[src/rtl/mips_instr_encoder_pkg.sv]
// ----------------------------------------------------------------------------
// mips_pkg
// Shared definitions for the MIPS instruction encoder slice:
//   - primary opcode constants for the supported instruction formats
//   - in_kind request codes (values 6 and 7 are illegal)
//   - encoder FSM state enum
//   - output FIFO entry layout (encoded word plus its memory address)
//   - helper functions for kind legality and word encoding
// No ports; imported by the interface users, the FIFO and the top level.
// ----------------------------------------------------------------------------
package mips_pkg;

    localparam logic [5:0] OP_RTYPE = 6'b000000;
    localparam logic [5:0] OP_LW    = 6'b100011;
    localparam logic [5:0] OP_SW    = 6'b101011;
    localparam logic [5:0] OP_BEQ   = 6'b000100;
    localparam logic [5:0] OP_BNE   = 6'b000101;
    localparam logic [5:0] OP_ADDI  = 6'b001000;

    localparam logic [2:0] KIND_R    = 3'd0;
    localparam logic [2:0] KIND_LW   = 3'd1;
    localparam logic [2:0] KIND_SW   = 3'd2;
    localparam logic [2:0] KIND_BEQ  = 3'd3;
    localparam logic [2:0] KIND_BNE  = 3'd4;
    localparam logic [2:0] KIND_ADDI = 3'd5;

    typedef enum logic [1:0] {
        ST_IDLE  = 2'd0,
        ST_RUN   = 2'd1,
        ST_DRAIN = 2'd2,
        ST_DONE  = 2'd3
    } state_t;

    typedef struct packed {
        logic [31:0] instr;
        logic [31:0] addr;
    } fifo_entry_t;

    function automatic logic is_legal_kind(input logic [2:0] kind);
        return (kind <= KIND_ADDI);
    endfunction

    // rd and funct only participate in the R-type format; I-type words
    // carry the 16-bit immediate in their low half instead.
    function automatic logic [31:0] encode(
        input logic [2:0]  kind,
        input logic [4:0]  rs,
        input logic [4:0]  rt,
        input logic [4:0]  rd,
        input logic [5:0]  funct,
        input logic [15:0] imm
    );
        logic [31:0] word;
        word = '0;
        case (kind)
            KIND_R:    word = {OP_RTYPE, rs, rt, rd, 5'b00000, funct};
            KIND_LW:   word = {OP_LW,   rs, rt, imm};
            KIND_SW:   word = {OP_SW,   rs, rt, imm};
            KIND_BEQ:  word = {OP_BEQ,  rs, rt, imm};
            KIND_BNE:  word = {OP_BNE,  rs, rt, imm};
            KIND_ADDI: word = {OP_ADDI, rs, rt, imm};
            default:   word = '0;
        endcase
        return word;
    endfunction

endpackage

[src/rtl/mips_instr_encoder_if.sv]
// ----------------------------------------------------------------------------
// mips_instr_encoder_if
// Request and output-word buses of the MIPS instruction encoder.
//   Request side : in_valid/in_ready handshake, in_kind, in_rs, in_rt, in_rd,
//                  in_funct, in_imm
//   Output side  : out_valid/out_ready handshake, out_instr, out_addr
// Modports:
//   master - the producer of requests and consumer of encoded words
//   slave  - the encoder itself
// ----------------------------------------------------------------------------
interface mips_instr_encoder_if;

    logic        in_valid;
    logic        in_ready;
    logic [2:0]  in_kind;
    logic [4:0]  in_rs;
    logic [4:0]  in_rt;
    logic [4:0]  in_rd;
    logic [5:0]  in_funct;
    logic [15:0] in_imm;

    logic        out_valid;
    logic        out_ready;
    logic [31:0] out_instr;
    logic [31:0] out_addr;

    modport master (
        output in_valid, in_kind, in_rs, in_rt, in_rd, in_funct, in_imm,
        output out_ready,
        input  in_ready,
        input  out_valid, out_instr, out_addr
    );

    modport slave (
        input  in_valid, in_kind, in_rs, in_rt, in_rd, in_funct, in_imm,
        input  out_ready,
        output in_ready,
        output out_valid, out_instr, out_addr
    );

endinterface

[src/rtl/mips_instr_encoder_fifo.sv]
// ----------------------------------------------------------------------------
// mips_instr_fifo
// Output buffer of the encoder: DEPTH entries of {instr, addr} (64 bits).
// Ports:
//   clk, rst   - clock, synchronous active-high reset (flushes all entries)
//   push       - write push_data this cycle (ignored when full)
//   push_data  - entry to enqueue
//   pop        - retire the head entry this cycle (ignored when empty)
//   pop_data   - head entry, forced to zero while empty
//   full/empty - occupancy flags derived from registered state only
// DEPTH must be a power of two >= 2 so the index counters wrap naturally.
// ----------------------------------------------------------------------------
module mips_instr_fifo
    import mips_pkg::*;
#(
    parameter int DEPTH = 2
) (
    input  logic        clk,
    input  logic        rst,
    input  logic        push,
    input  fifo_entry_t push_data,
    input  logic        pop,
    output fifo_entry_t pop_data,
    output logic        full,
    output logic        empty
);

    localparam int            AW         = $clog2(DEPTH);
    localparam logic [AW:0]   FULL_COUNT = (AW+1)'(DEPTH);

    fifo_entry_t      mem [DEPTH];
    logic [AW-1:0]    wr_idx;
    logic [AW-1:0]    rd_idx;
    logic [AW:0]      occupancy;
    logic             do_push;
    logic             do_pop;

    assign full    = (occupancy == FULL_COUNT);
    assign empty   = (occupancy == '0);
    assign do_push = push && !full;
    assign do_pop  = pop && !empty;

    // Zeroing the head while empty keeps out_instr/out_addr at zero after
    // reset without having to clear the storage array.
    assign pop_data = empty ? '0 : mem[rd_idx];

    always_ff @(posedge clk) begin
        if (rst) begin
            wr_idx    <= '0;
            rd_idx    <= '0;
            occupancy <= '0;
        end else begin
            if (do_push) begin
                wr_idx <= wr_idx + AW'(1);
            end
            if (do_pop) begin
                rd_idx <= rd_idx + AW'(1);
            end
            // A simultaneous push and pop leaves the occupancy unchanged.
            case ({do_push, do_pop})
                2'b10:   occupancy <= occupancy + (AW+1)'(1);
                2'b01:   occupancy <= occupancy - (AW+1)'(1);
                default: occupancy <= occupancy;
            endcase
        end
    end

    always_ff @(posedge clk) begin
        if (do_push) begin
            mem[wr_idx] <= push_data;
        end
    end

endmodule

[src/rtl/mips_instr_encoder.sv]
// ----------------------------------------------------------------------------
// mips_instr_encoder
// Accepts a sequence of instruction requests, encodes each legal one into a
// 32-bit MIPS word and emits it together with its instruction-memory address
// (base + 4*k, wrapping modulo 2^32) through a small output FIFO.
// Ports:
//   clk, rst   - clock, synchronous active-high reset
//   start      - begins a sequence when idle; latches base_addr and len
//   base_addr  - address of the first emitted word (low two bits dropped)
//   len        - number of legal instructions in the sequence
//   busy       - high whenever the FSM is not idle
//   done       - single-cycle pulse marking the end of a sequence
//   err        - sticky flag, set when an illegal in_kind is accepted
//   bus        - request and output-word handshakes (slave side)
// ----------------------------------------------------------------------------
module mips_instr_encoder
    import mips_pkg::*;
#(
    parameter int FIFO_DEPTH = 2
) (
    input  logic                   clk,
    input  logic                   rst,
    input  logic                   start,
    input  logic [31:0]            base_addr,
    input  logic [7:0]             len,
    output logic                   busy,
    output logic                   done,
    output logic                   err,
    mips_instr_encoder_if.slave    bus
);

    state_t       state;
    logic [7:0]   len_reg;
    logic [7:0]   count;
    logic [31:0]  next_addr;
    logic         err_reg;

    logic         in_fire;
    logic         kind_legal;
    logic         push;
    logic         fifo_full;
    logic         fifo_empty;
    fifo_entry_t  push_data;
    fifo_entry_t  pop_data;

    // Requests are only taken while running and there is room to store the
    // result; a full FIFO blocks input even if the consumer pops this cycle.
    assign bus.in_ready = (state == ST_RUN) && !fifo_full;
    assign in_fire      = bus.in_valid && bus.in_ready;
    assign kind_legal   = is_legal_kind(bus.in_kind);
    assign push         = in_fire && kind_legal;

    assign push_data.instr = encode(bus.in_kind, bus.in_rs, bus.in_rt,
                                    bus.in_rd, bus.in_funct, bus.in_imm);
    assign push_data.addr  = next_addr;

    assign busy = (state != ST_IDLE);
    assign done = (state == ST_DONE);
    assign err  = err_reg;

    // Sequencer. The address is attached at enqueue time so FIFO order alone
    // guarantees that the k-th emitted word carries base + 4*k.
    always_ff @(posedge clk) begin
        if (rst) begin
            state     <= ST_IDLE;
            len_reg   <= '0;
            count     <= '0;
            next_addr <= '0;
            err_reg   <= 1'b0;
        end else begin
            if (in_fire && !kind_legal) begin
                err_reg <= 1'b1;
            end
            if (push) begin
                next_addr <= next_addr + 32'd4;
            end
            case (state)
                ST_IDLE: begin
                    if (start) begin
                        len_reg   <= len;
                        count     <= '0;
                        next_addr <= base_addr & 32'hFFFF_FFFC;
                        state     <= (len == 8'd0) ? ST_DONE : ST_RUN;
                    end
                end
                ST_RUN: begin
                    if (push) begin
                        count <= count + 8'd1;
                        if (count + 8'd1 == len_reg) begin
                            state <= ST_DRAIN;
                        end
                    end
                end
                ST_DRAIN: begin
                    if (fifo_empty) begin
                        state <= ST_DONE;
                    end
                end
                ST_DONE: begin
                    state <= ST_IDLE;
                end
                default: begin
                    state <= ST_IDLE;
                end
            endcase
        end
    end

    mips_instr_fifo #(
        .DEPTH (FIFO_DEPTH)
    ) u_fifo (
        .clk       (clk),
        .rst       (rst),
        .push      (push),
        .push_data (push_data),
        .pop       (bus.out_ready),
        .pop_data  (pop_data),
        .full      (fifo_full),
        .empty     (fifo_empty)
    );

    assign bus.out_valid = !fifo_empty;
    assign bus.out_instr = pop_data.instr;
    assign bus.out_addr  = pop_data.addr;

endmodule

[src/flat_wrapper.sv]
// flat-port wrapper written by rule: the top's interface ports become plain ports
module mips_instr_encoder_flat import mips_pkg::*;
#(
    parameter int FIFO_DEPTH = 2
)
  (clk, rst, start, base_addr, len, busy, done, err, bus_in_valid, bus_in_kind, bus_in_rs, bus_in_rt, bus_in_rd, bus_in_funct, bus_in_imm, bus_out_ready, bus_in_ready, bus_out_valid, bus_out_instr, bus_out_addr);
  mips_instr_encoder_if bus_i ();
  input  logic clk;
  input  logic rst;
  input  logic start;
  input  logic [31:0] base_addr;
  input  logic [7:0] len;
  output logic busy;
  output logic done;
  output logic err;
  input wire logic [$bits(bus_i.in_valid)-1:0] bus_in_valid;
  input wire logic [$bits(bus_i.in_kind)-1:0] bus_in_kind;
  input wire logic [$bits(bus_i.in_rs)-1:0] bus_in_rs;
  input wire logic [$bits(bus_i.in_rt)-1:0] bus_in_rt;
  input wire logic [$bits(bus_i.in_rd)-1:0] bus_in_rd;
  input wire logic [$bits(bus_i.in_funct)-1:0] bus_in_funct;
  input wire logic [$bits(bus_i.in_imm)-1:0] bus_in_imm;
  input wire logic [$bits(bus_i.out_ready)-1:0] bus_out_ready;
  output wire logic [$bits(bus_i.in_ready)-1:0] bus_in_ready;
  output wire logic [$bits(bus_i.out_valid)-1:0] bus_out_valid;
  output wire logic [$bits(bus_i.out_instr)-1:0] bus_out_instr;
  output wire logic [$bits(bus_i.out_addr)-1:0] bus_out_addr;
  assign bus_i.in_valid = bus_in_valid;
  assign bus_i.in_kind = bus_in_kind;
  assign bus_i.in_rs = bus_in_rs;
  assign bus_i.in_rt = bus_in_rt;
  assign bus_i.in_rd = bus_in_rd;
  assign bus_i.in_funct = bus_in_funct;
  assign bus_i.in_imm = bus_in_imm;
  assign bus_i.out_ready = bus_out_ready;
  assign bus_in_ready = bus_i.in_ready;
  assign bus_out_valid = bus_i.out_valid;
  assign bus_out_instr = bus_i.out_instr;
  assign bus_out_addr = bus_i.out_addr;
  mips_instr_encoder #(.FIFO_DEPTH(FIFO_DEPTH)) u_core (.clk(clk), .rst(rst), .start(start), .base_addr(base_addr), .len(len), .busy(busy), .done(done), .err(err), .bus(bus_i));
endmodule
[config.mk]
export PLATFORM = sky130hd
export DESIGN_NAME = mips_instr_encoder_flat
export DESIGN_NICKNAME = d
export VERILOG_FILES = /design/src/rtl/mips_instr_encoder_pkg.sv /design/src/rtl/mips_instr_encoder_if.sv /design/src/rtl/mips_instr_encoder_fifo.sv /design/src/rtl/mips_instr_encoder.sv /design/src/flat_wrapper.sv
export SDC_FILE = /design/constraint.sdc
export NUM_CORES = 1
export LEC_CHECK = 0
export ABC_AREA = 1
export BUFFER_PORTS_ARGS = -buffer_cell sky130_fd_sc_hd__clkbuf_2
export CAP_MARGIN = 20
export CELL_PAD_IN_SITES_DETAIL_PLACEMENT = 1
export CELL_PAD_IN_SITES_GLOBAL_PLACEMENT = 1
export CORE_MARGIN = 1.5
export CORE_UTILIZATION = 37
export CTS_CLUSTER_DIAMETER = 200
export DETAILED_ROUTE_END_ITERATION = 16
export PLACE_DENSITY = 0.82
export SYNTH_ARGS = -nofsm -noshare
export SYNTH_HDL_FRONTEND = slang
export SYNTH_SLANG_ARGS = --single-unit
[constraint.sdc]
create_clock -name clk -period 4.8 [get_ports clk]
set_input_delay 0.96 -clock clk [delete_from_list [all_inputs] [get_ports clk]]
set_output_delay 0.96 -clock clk [all_outputs]
set_load 0.01 [all_outputs]
==> results summary <==
The initial antenna violation count was 0. The total clock sinks came out at 174. For this design the ratio of total power to cell area is 501 mW/mm^2. The smallest clock period supported by the final layout is computed as 2.99 ns.

The dominant combinational cell family by area after synthesis is simple AND/OR/NAND/NOR gates. The die outline width came out at 152 um. The number of hold-slack violations in the final timing report was 0.

The total global routing overflow came out at 0. The slew at the pin closest to its max-slew limit is 0.770 ns. The initial DRC count is 325.

The setup slack at placement is 1.62 ns. The fmax is 0.334 GHz. The first global-routing pass estimated 35800 um of wire. The total power is 4.92 mW. The cell area after technology mapping is 0.00819 sq mm.

Summed over all layers, the routed wires come to 22400 um. STA puts the critical path data required time at 3.84 ns. Setup repair after global routing left no endpoint under its margin.

On the worst path, the slowest cell contributes a delay of 0.41 ns. The tightest hold margin came out at 0.460 ns. The area growth from synthesis to final layout came out at 20.0%. The final antenna diode count came out at 0. In the final layout, the registers with the most flip-flops are u_core.u_fifo.mem: 120 flops, u_core.next_addr: 30 flops. The worst-skew pair later-pin latency came out at 0.43 ns. The yosys synthesis warning count came out at 0. The final layout contains 1179 nets. The clock-pin slew on the worst setup and hold paths came out at 0.06 ns. The number of flip-flops in the largest register came out at 120. Input and output buffers added on the ports amount to 148. The count of pins on the block boundary came out at 154. STA classifies the critical path endpoint as a primary output.

The number of standard cells in the layout, taps in and fillers out came out at 1380. The synthesized-area fraction occupied by ao, oa, aoi and oai cells came out at 8.77%. The peak supply drop came out at 0.251 mV.

The count of cell types in the netlist came out at 37. The TritonCTS clock tree is done. Of all nets on the critical path, the largest fanout is 32. The count of maximum capacitance violations is 0.

The number of design rule violations left after detail routing is 0. The max-slew violation count came out at 0. In the final layout, flip-flops and latches occupy 0.00469 sq mm. The leading cell type in the layout, fill and taps excluded is sky130_fd_sc_hd__nand2_1. The number of hold-repair buffers added at the cts stage is 0. Detailed placement finished with a half-perimeter wire length of 15700 um. The final clock skew came out at 0.0136 ns. In this run, synthesis produced a sequential element count of 174.

The clock passes through at most 2 buffers. The core outline area came out at 0.0218 sq mm. Buffers added to address setup during post-CTS repair amount to 0. The multiplexer share of the synthesized area is 0%. The share of synthesized area occupied by flip-flops and latches is 57.2%.

The routed via count came out at 6953. The number of filler instances in the final layout came out at 2614. STA classifies the critical path startpoint as a register. The critical path in this run is classified as register to primary output.

The xor and xnor fraction of the mapped netlist area came out at 1.93%. Setup slack on the critical path of the routed design comes to 1.81 ns. The number of antenna-violating nets in the routed design is 0.

The die boundary height came out at 152 um. In the global route stage, overall resource usage came out at 20.2%. The die area came out at 0.0230 sq mm.

Data arrives at the worst endpoint at 2.03 ns. The run finished with clean final reports. The total negative slack for setup checks came out at 0 ns. The via count of the first global-routing pass came out at 7141.

For this configuration, the core starts out at a cell density of 37.6%. The share of synthesized cell area in full adder, half adder and majority cells is 1.07%. The worst hold path belongs to the class register to register. Dividing the detail-routed via count by the number of cells gives 5.04. The floorplan has 54 rows. The global placement routability congestion came out at 0.878.

In the finished design, the share of the clock period the worst path needs comes to 62.3%. The maximum number of pins on one net before global-route repair is 61. The number of gates resized after cts is 0. The number of iterations in the first detailed-routing pass is 4. The multi-input combinational cell area came out at 0.00296 sq mm. The synthesized area divided by synthesized cell count is 8.58 sq um. The number of H-tree branching levels is 4. Among all stages on the critical path, the largest delay is contributed by sky130_fd_sc_hd__inv_2. Including well taps, the total number of placed cells is 1347.

Counting flops per register, the top entry is u_core.u_fifo.mem. Setup violations remaining at the end of the flow were counted as 0. The simple-gate share of the synthesized area is 24.0%. In this run the tightest slew margin relative to its limit is 48.4%. In the layout the commonest cells are sky130_fd_sc_hd__nand2_1 (254), sky130_fd_sc_hd__clkbuf_2 (148), sky130_fd_sc_hd__edfxtp_1 (120), sky130_fd_sc_hd__nor2_1 (114), sky130_fd_sc_hd__inv_1 (97).

The final routed wire length divided by cell count came out at 16.3 um. Clock tree synthesis inserted a total of 17 buffers. In this run the clock root is driven by a sky130_fd_sc_hd__clkbuf_16.

Synthesis handed over a netlist of 954 instances. For flop-to-flop paths, the worst setup slack is 1.82 ns. The critical path goes through inv_2, buf_12, nand2_1, a21oi_1, clkbuf_2. The reported leakage power is 4.28 nW. The fraction of layout instances using a drive strength above 1 came out at 18.5%.
[layout make-up]
cell class              instances  area share, %
flip-flops and latches        174           47.7
well taps                     280           3.57
clock buffers                  19           4.51
repair buffers                158           8.81
multi-input cells             636           30.2
inverters                     100           3.82
clock inverters                13           1.43
[cells by family after synthesis]
kind of cell / Yosys count
other: 1
and+or+nand+nor: 477
buffers and inverters: 146
xor gates and xnor gates: 18
AOI/OAI and AO/OA: 131
DFF: 174
adders and majority gates: 7
[worst max-delay path: cells and delay by family, from the launching register on]
family	cells	cell delay [ns]
flip-flops	1	0.32
AND/OR/NAND/NOR	1	0.08
buffers and inverters	3	0.88
AO/OA/AOI/OAI	1	0.31
[cells in the mapped netlist, drive strengths merged]
| cell | instances | share of area, % |
|---|---|---|
| dfxtp | 54 | 13 |
| o211ai | 4 | 0.37 |
| o221ai | 2 | 0.21 |
| clkbuf | 39 | 1.8 |
| nor2 | 120 | 5.7 |
| inv | 99 | 4.5 |
| a32oi | 1 | 0.11 |
| nand3 | 75 | 4.6 |
| conb | 1 | 0.046 |
| xnor2 | 6 | 0.64 |
| nor3 | 12 | 0.73 |
| nand3b | 3 | 0.28 |
| o21ai | 31 | 1.9 |
| ha | 7 | 1.1 |
| a21boi | 1 | 0.092 |
| or2 | 3 | 0.23 |
| clkinv | 1 | 0.046 |
| a31oi | 6 | 0.46 |
| o21bai | 1 | 0.092 |
| nand4 | 5 | 0.38 |
| xor2 | 12 | 1.3 |
| a211oi | 7 | 0.64 |
| a21oi | 78 | 4.9 |
| nand2 | 256 | 12 |
| edfxtp | 120 | 44 |
| nor4 | 3 | 0.23 |
| buf | 7 | 0.63 |
[worst paths after layout]
check                  startpoint                    to  cells after the start
max                      register      bus_out_addr[11]                      5
min          u_core.u_fifo.rd_idx              register                      1
max reg2reg       u_core.state[1]  u_core.next_addr[26]                     13
min reg2reg  u_core.u_fifo.rd_idx              register                      1
[through the flow]
stage,util (%),instance area (sq um)
floorplan,-,8200
global placement,42.3,9200
detailed placement,42.4,9220
CTS,45.1,9800
global route,45.2,9820
finish,45.2,9820
[where the power goes]
part | switching [mW] | internal, mW | total (mW)
combinational | 0.998 | 0.502 | 1.50
clock | 0.580 | 0.780 | 1.36
sequential | 0.208 | 1.86 | 2.06
[per-layer routing]
metal  global-route usage [%]  wire [um]
met5                        0          0
met3                     3.56       1050
met1                     25.7      10200
met4                     8.22        585
met2                     34.0      10600
Power figures use the tool's default switching activity.
